[src/rtl/pipeline_skid_reg.sv]
// pipeline_skid_reg
// Two-entry ready/valid pipeline stage. The main register drives out_data;
// a skid register catches the one beat that can arrive in the cycle the
// downstream stalls, so in_ready is a pure register decode and the stage
// has no combinational path from the input side to the output side.
//
// Parameters:
//   WIDTH        payload width in bits (1..1024)
// Ports:
//   clk          sole clock, rising edge
//   rst          synchronous active-high reset (priority over flush)
//   flush        drop all held entries at the next edge
//   in_valid     upstream offers in_data
//   in_ready     stage can accept in_data this cycle
//   in_data      upstream payload
//   out_valid    out_data holds a valid entry
//   out_ready    downstream accepts out_data
//   out_data     payload to downstream
//   stall_cycles (only with PIPELINE_SKID_REG_STATS_EN) saturating count of
//                cycles with out_valid & !out_ready, cleared by rst only
//
// Optional feature macro: PIPELINE_SKID_REG_STATS_EN
//
// state    | meaning
// ---------+-------------------------------------------
// ST_EMPTY | no entries held
// ST_BUSY  | main holds one entry
// ST_FULL  | main holds oldest entry, skid holds next

module pipeline_skid_reg #(
  parameter int WIDTH = 64
) (
  input  logic             clk,
  input  logic             rst,
  input  logic             flush,
  input  logic             in_valid,
  output logic             in_ready,
  input  logic [WIDTH-1:0] in_data,
  output logic             out_valid,
  input  logic             out_ready,
  output logic [WIDTH-1:0] out_data
`ifdef PIPELINE_SKID_REG_STATS_EN
  ,
  output logic [15:0]      stall_cycles
`endif
);

  localparam logic [1:0] ST_EMPTY = 2'd0;
  localparam logic [1:0] ST_BUSY  = 2'd1;
  localparam logic [1:0] ST_FULL  = 2'd2;

  logic [1:0]       r_state;
  logic [WIDTH-1:0] r_main;
  logic [WIDTH-1:0] r_skid;

  logic w_in_fire;
  logic w_out_fire;

  assign out_valid  = (r_state != ST_EMPTY);
  assign in_ready   = (r_state != ST_FULL);
  assign out_data   = r_main;
  assign w_in_fire  = in_valid & in_ready;
  assign w_out_fire = out_valid & out_ready;

  always_ff @(posedge clk) begin
    if (rst || flush) begin
      r_state <= ST_EMPTY;
      r_main  <= '0;
      r_skid  <= '0;
    end else begin
      case (r_state)
        ST_EMPTY: begin
          if (w_in_fire) begin
            r_state <= ST_BUSY;
            r_main  <= in_data;
          end
        end
        ST_BUSY: begin
          if (w_in_fire && w_out_fire) begin
            r_main <= in_data;
          end else if (w_in_fire) begin
            r_state <= ST_FULL;
            r_skid  <= in_data;
          end else if (w_out_fire) begin
            r_state <= ST_EMPTY;
          end
        end
        ST_FULL: begin
          // in_ready is low here, so only the drain of main can happen
          if (w_out_fire) begin
            r_state <= ST_BUSY;
            r_main  <= r_skid;
          end
        end
        default: begin
          r_state <= ST_EMPTY;
        end
      endcase
    end
  end

`ifdef PIPELINE_SKID_REG_STATS_EN
  logic [15:0] r_stall_cycles;

  // flush deliberately leaves the count alone; only rst clears it
  always_ff @(posedge clk) begin
    if (rst) begin
      r_stall_cycles <= '0;
    end else if (out_valid && !out_ready && (r_stall_cycles != 16'hFFFF)) begin
      r_stall_cycles <= r_stall_cycles + 16'd1;
    end
  end

  assign stall_cycles = r_stall_cycles;
`endif

endmodule

[config.mk]
export PLATFORM = sky130hd
export DESIGN_NAME = pipeline_skid_reg
export DESIGN_NICKNAME = d
export VERILOG_FILES = /design/src/rtl/pipeline_skid_reg.sv
export SDC_FILE = /design/constraint.sdc
export NUM_CORES = 1
export LEC_CHECK = 0
export CORE_MARGIN = 2
export CORE_UTILIZATION = 30
export DETAILED_ROUTE_END_ITERATION = 8
export DONT_BUFFER_PORTS = 1
export HOLD_SLACK_MARGIN = 0.02
export PLACE_DENSITY = 0.44
export SLEW_MARGIN = 40
export SYNTH_ARGS = -nofsm -noshare
export SYNTH_HDL_FRONTEND = slang
export SYNTH_SLANG_ARGS = --single-unit
[constraint.sdc]
create_clock -name clk -period 3.3 [get_ports clk]
set_input_delay 0.33 -clock clk [delete_from_list [all_inputs] [get_ports clk]]
set_output_delay 0.33 -clock clk [all_outputs]
set_load 0.005 [all_outputs]
==> results.txt, run 1 <==
- Die Span Y: about 140 um
- Initial core utilization: a little under a third
- In the final layout, the share of cells above drive strength 1 is roughly 8.6%.
* H-tree Lvls: 4
* Post-route clock period utilization: 68.0%
- Cell count after placement: 769
- The run finished with clean final reports.
- Fin nets: 629
- Insertion delay of the later-clocked pin in the worst-skew pair: 0.42 ns
* Count of buffers added by post-CTS timing repair for setup: 0
* Transition time at the pin with the least slew margin: 0.805 ns
- Summing all multi-input logic gate instances after layout gives 2570 um2.
- ANT nets after route: 0
* Achievable Freq: 445 MHz
- Mean number of vias per cell: about 5.3
* Port Buffers: 0
* Number of synthesized register bits: between 100 and 150
- Entering global routing, the biggest net connects 67 pins.
- Pin placement for this block handled around 140 I/O pins.
- Synthesized area per cell: 9.14 um2
- For the worst setup path, the data required time is 2.97 ns.
* Average wire length per cell after detail routing: 18.9 um
* Kind of start point of the critical path: flop
- Placer Congestion: ~0.71
- DP Worst Slack: 1.32 ns
- The via count of the first global-routing pass was 4,093.
* Diodes inserted: 0
- The cell sitting at the root of the clock tree is a clkbuf_16.
* Maximum resistive drop on vdd: 338 uV
* Critical path fanouts, max: 35
- Global route overflow: 0
- Between clock sinks in the finished design, the worst skew comes to around 0.0072 ns.
- Clock tree from TritonCTS: yes
* Top cells by area, synth: dfxtp_1 48%, a211oi_1 18%, mux2i_1 12%
- Pwr Density: 620 nW/um2
* Count of unresolved DRC violations after routing: 0
- In the synthesized netlist, the number of instances is a little under 600.
* Cell taking the most area after synthesis: dfxtp_1
- The pre-antenna-repair detailed-routing pass consisted of 4 iterations.
* Global-route wire length before repair: roughly 24 mm
* Number of endpoints failing setup at the final stage: 0
- Across every metal layer, demand over resource in global routing totals 15.7%.
* Leakage power figure: 2.41 nW
- CP arrival: 1.92 ns
* Post-synthesis instance area: 5450 um2
- Portion of the post-synthesis area used by sequential elements: 47.8%
- In this run, CTS created clock tree buffers numbering 17.
- Hold Violations, Final: 0
- Layout filler cell count: 1,851
* Resized cells post-CTS: 0
- Row count: 49
- Footprint of the flip-flops and latches: around 2600 um2
* Total Routed Length: approximately 15 mm
- Unrepaired setup endpoints after global routing: false
- STA classifies the critical path endpoint as an output pin.
- Area delta synth->final: 13.9%
- Via count: 4,275
* Post-CTS clock slew at the launch and capture registers of the worst setup and hold paths: roughly 0.060 ns
- The clock passes through at most 2 buffers.
* # Max-Cap Violations: 0
- Type of the worst setup path: flop to output pin
* CTS Sinks: 130
- Setup slack closes at 1.05 ns.
* Setup TNS: 0 ns
- The total count of max-transition violations in the final report came to 0.
* Relative slew margins: between 40% and 50%
- DIE WIDTH: 139 um
* Syn. warnings: 0
- Distinct cell type count after synthesis: 22
- The floorplan step defined a core boundary enclosing between 15,000 and 20,000 um2.
- After the flow finishes, the layout carries non-filler instances totaling 802.
- The wire-length estimate of the detail-placed layout is 8.97 mm.
- After layout, the minimum clock period comes to 2.25 ns.
- The die covers 19,300 um2.
- Hold crit path type: input port to flop
- For this block, the initial DRC count from the detailed router was 206.
- Initial antenna violation count: 0
- Synth Net Count: 665
- Yosys top cell area share: 47.8%
[worst max-delay path, stage by stage (launching register included)]
cell and delay [ns]:
dfxtp_1 0.48, nand2b_4 0.62, buf_12 0.34
[routing by layer]
layer	GRT usage (%)	routed length [um]	vias to the layer above
li1	-	-	2083
met1	18.4	6500	2058
met2	26.7	7500	112
met3	5.21	884	22
met4	6.33	278	0
met5	0	0	-
[registers in the layout, indices dropped and copies added, names as in the netlist]
register / cells
r_state: 2
r_skid: 64
out_data: 64
[worst paths after layout]
path / from / end / slack (ns) / cells past startpoint
hold / removal: in_data[24] / r_skid[24] / 0.04 / 2
hold reg to reg: r_skid[16] / r_skid[16] / 0.45 / 2
setup reg to reg: r_state[0] / out_data[29] / 1.32 / 4
setup / recovery: r_state[0] / in_ready / 1.05 / 2
[layout by cell type, fill, tap and decap left out]
cell           instances
a211oi_1             128
a21o_1                 1
a21o_2                 1
a21oi_1               65
and2_1                 1
and3b_2                1
buf_12                 3
buf_4                  6
bufinv_16              3
clkbuf_1               1
clkbuf_16             17
clkbuf_8               5
clkinv_2               4
clkinv_4               1
clkinvlp_4             1
dfxtp_1              130
dlygate4sd3_1          1
mux2i_1               64
nand2_1              129
nand2b_2               1
nand2b_4               1
nand4bb_4              1
nor2_1                 1
nor2b_4                1
nor4bb_4               1
o21a_1                 1
o21bai_1               1
or2_2                  1
or2_4                  1
or3b_1                 1
[metrics by stage]
stage	util [%]	power [mW]	cell area (um2)	hold WS (ns)
floorplan	-	1.84	5450	0.436
CTS	34.7	3.91	6200	0.0206
global placement	31.1	1.90	5570	0.441
finish	34.7	3.85	6200	0.0410
detailed placement	31.1	1.90	5570	0.446
global route	34.7	4.00	6200	0.0245
[layout make-up]
type | count | share of cell area (%)
Clock inverter | 9 | 2.04
Multi-Input combinational cell | 401 | 41.5
Sequential cell | 130 | 42.0
Clock buffer | 23 | 8.03
Tap cell | 229 | 4.62
Timing Repair Buffer | 10 | 1.86
[repair_timing]
item                                    CTS  global route
endpoints found under the setup margin    0             0
hold buffers                              1             0
hold endpoints to repair                  1             0
[cells by family after synthesis]
| group | count (synthesis) | synth area share, % |
|---|---|---|
| compound gates | 197 | 24.2 |
| buf+inv | 65 | 5.95 |
| flops | 130 | 47.8 |
| mux | 64 | 11.8 |
| simple gates | 140 | 10.4 |
[power by group]
part	internal [mW]	switching [mW]
Sequential	1.61	0.0359
Combinational	0.0861	0.131
Clock	1.28	0.698
[synth_stat cells]
| library cell | number |
|---|---|
| clkbuf_1 | 22 |
| and3b_1 | 1 |
| a21oi_1 | 65 |
| or3b_1 | 1 |
| mux2i_1 | 64 |
| and2_1 | 1 |
| dfxtp_1 | 130 |
| o21a_1 | 1 |
| nor2_1 | 1 |
| buf_6 | 5 |
| nand4bb_1 | 1 |
| or2_1 | 1 |
| nor2b_1 | 1 |
| buf_1 | 4 |
| o21bai_1 | 1 |
| or2_2 | 1 |
| nand2_1 | 129 |
| buf_2 | 34 |
| a211oi_1 | 128 |
| a21o_1 | 2 |
| nand2b_1 | 2 |
| nor4bb_1 | 1 |
Power figures use the tool's default switching activity.
==> run 2, diff against run 1 <==
Settings changed: PLACE_DENSITY 0.44 to 0.45.
Clock period 3.3 ns to 1.9 ns, I/O delays scaled along.
==> results.txt, run 2 (synthesis results as in run 1) <==
- CP arrival: around 1.6 ns
- Subtracting the final worst setup slack from the clock period gives 1.75 ns.
- Average wire length per cell after detail routing: 18.3 um
* Row count: 49
- Leaving out fill and tap cells, the most frequent cells in the layout are 130 x dfxtp_1, 129 x nand2_1, 128 x a211oi_1.
* Cell count after placement: 780
- Once layout is complete, the utilization of the core stands at 38.7%.
* Most common cell after layout, fill and taps aside: dfxtp_1
- For this run, design rule violations remaining after detail routing come to 0.
* Via count of the first global-routing pass: 4,568
- Status: completed
* Transition time at the pin with the least slew margin: ~0.4 ns
- For this design the static power due to leakage is 2.72 nW.
- The worst-case IR drop observed on VDD is 603 uV.
* Worst reg2reg path startpoint: r_state[0]
- Sw Ratio: 23.6%
* Cells on worst reg2reg path: 4
- The detailed router finished its first iteration with 231 violations.
- Cts bufs inserted: 17
* Part of the total power dissipated in combinational logic: 8.3%
* Number of endpoints failing setup at the final stage: 0
* Area delta synth->final: 27.1%
- The tree built by TritonCTS fans out to 130 sinks.
* Mean number of vias per cell: roughly 5.3
* Power share of the sequential group: a little under half
- Count of buffers added by post-CTS timing repair for setup: 0
- Detailed routing inserted a total of 4,633 vias.
* Setup TNS: 0 ns
- TritonCTS built the clock tree.
* Detail Placement HPWL: between 9 and 10 mm
- The clock passes through at most 2 buffers.
- Insertion delay of the later-clocked pin in the worst-skew pair: 0.41 ns
- Filler-free cell count of the finished design: roughly 900
- In this run the remaining antenna-violating nets after routing total 0.
* H-tree Lvls: 4
* Ports placed on the boundary: 135
* Post-CTS clock slew at the launch and capture registers of the worst setup and hold paths: 0.06 ns
- Global-route wire length before repair: 25.8 mm
- The clock network burns 46.0% of the power.
- Total Power: ~6.3 mW
- Slack of the worst reg-to-reg path: between 0.2 and 0.3 ns
- The final-report hold violation count came to 0.
* Post-route clock skew: 0.00599 ns
* Kind of start point of the critical path: flop
- Cell-internal power: roughly 4.8 mW
- In this run the worst hold path is classified as input port to flop.
- Pin count of the biggest net entering global routing: 46
- Initial antenna violation count: 0
- Along the worst path, the maximum fanout reaches 20.
- For hold timing, the worst endpoint is out_data[38].
- Instance count along the most critical hold path: 2
- DIE WIDTH: 139 um
- Placer Congestion: 0.716
- Across the run, the number of max-cap violations was 0.
* Achievable Freq: 572 MHz
* Relative slew margins: 73.2%
- Initial core utilization: 30.4%
- Post-route clock period utilization: about 90%
- Max-slew violations: 0
- The worst setup path is of the flop to output pin kind.
* Clock Root Buffer: clkbuf_16
- Layout cell share with drive strength beyond 1: 8.50%
- Global route overflow: 0
* Smallest setup slack after layout: approximately 0.15 ns
- Pwr Density: 907 nW/um2
- STA classifies the critical path endpoint as an output pin.
- Critical register-to-register path endpoint: out_data[23]
- For this run, the post-layout net count is 705.
- Setup repair after global routing left no endpoint under its margin.
- Net switching power of the design: ~1.5 mW
- Crit path required time: between 1.5 and 2 ns
- The die covers 19,300 um2.
- DP Worst Slack: 0.237 ns
- The repair_antennas step left the layout with diodes totalling 0.
- In this run the most critical hold path is launched from in_data[38].
- Die Span Y: 139 um
- Port Buffers: 0
- Global Route Usage Sum: between 10% and 20%
* Area of the core region: 17,900 um2
* Total Routed Length: 16.0 mm
- Count of TritonRoute iterations in the first routing pass: 5
==> run 2: changes by cell type in the layout (fill, tap and decap cells not counted) <==
cell and delta:
bufinv_16 -3, clkinv_4 -1, clkbuf_8 -2, clkbuf_1 +3, dlygate4sd3_1 +65, buf_4 +3
buf_12 +8, clkinv_2 +1
==> run 2: worst max-delay path by stage <==
stage,startpoint,to,slack (ns),cells past startpoint
floorplan,r_state[0],out_data[0],0.58,5
global placement,r_state[1],out_data[18],0.32,4
detailed placement,r_state[1],out_data[21],0.24,4
CTS,r_state[0],in_ready,0.12,2
global route,r_state[0],in_ready,0.06,2
finish,r_state[0],in_ready,0.15,2
==> run 2: stage by stage <==
step / hold slack, ns / cell area, um2
finish: 0.0355 / 6930
global route: 0.0357 / 6930
CTS: 0.0207 / 6930
detailed placement: 0.333 / 5750
global placement: 0.328 / 5750
floorplan: 0.326 / 5450
==> run 2: critical path, cell delays in order, from the launching register on <==
cell and delay (ns):
dfxtp_1 0.49, nand2b_4 0.41, buf_12 0.24
==> run 2: what timing repair did <==
action                                 CTS  global route
hold buffers                            66             0
endpoints found under the hold margin   90             0
gates resized for setup                  0             0
==> run 2: layout make-up <==
cell class / count / area [um2]
fillers: 1830 / 11000
clock buffers: 24 / 482
flip-flops and latches: 130 / 2600
clock inverters: 6 / 32.5
multi-input cells: 401 / 2570
well taps: 229 / 287
repair buffers: 86 / 948
==> run 2: power by group through the flow <==
stage                     clock (mW)  combinational (mW)  sequential [mW]
after floorplan                    0               0.300             2.90
after global placement             0               0.395             2.92
after detailed placement           0               0.405             2.93
after CTS                       2.98               0.529             2.87
after global routing            3.11               0.575             2.87
final                           2.89               0.524             2.87
==> run 2: metal layers <==
metal | wire length [um] | GRT usage [%] | vias up
met1 | 7110 | 21.0 | 2256
li1 | - | - | 2239
met4 | 192 | 5.53 | 0
met2 | 7760 | 28.3 | 127
met5 | 0 | 0 | -
met3 | 928 | 4.25 | 11
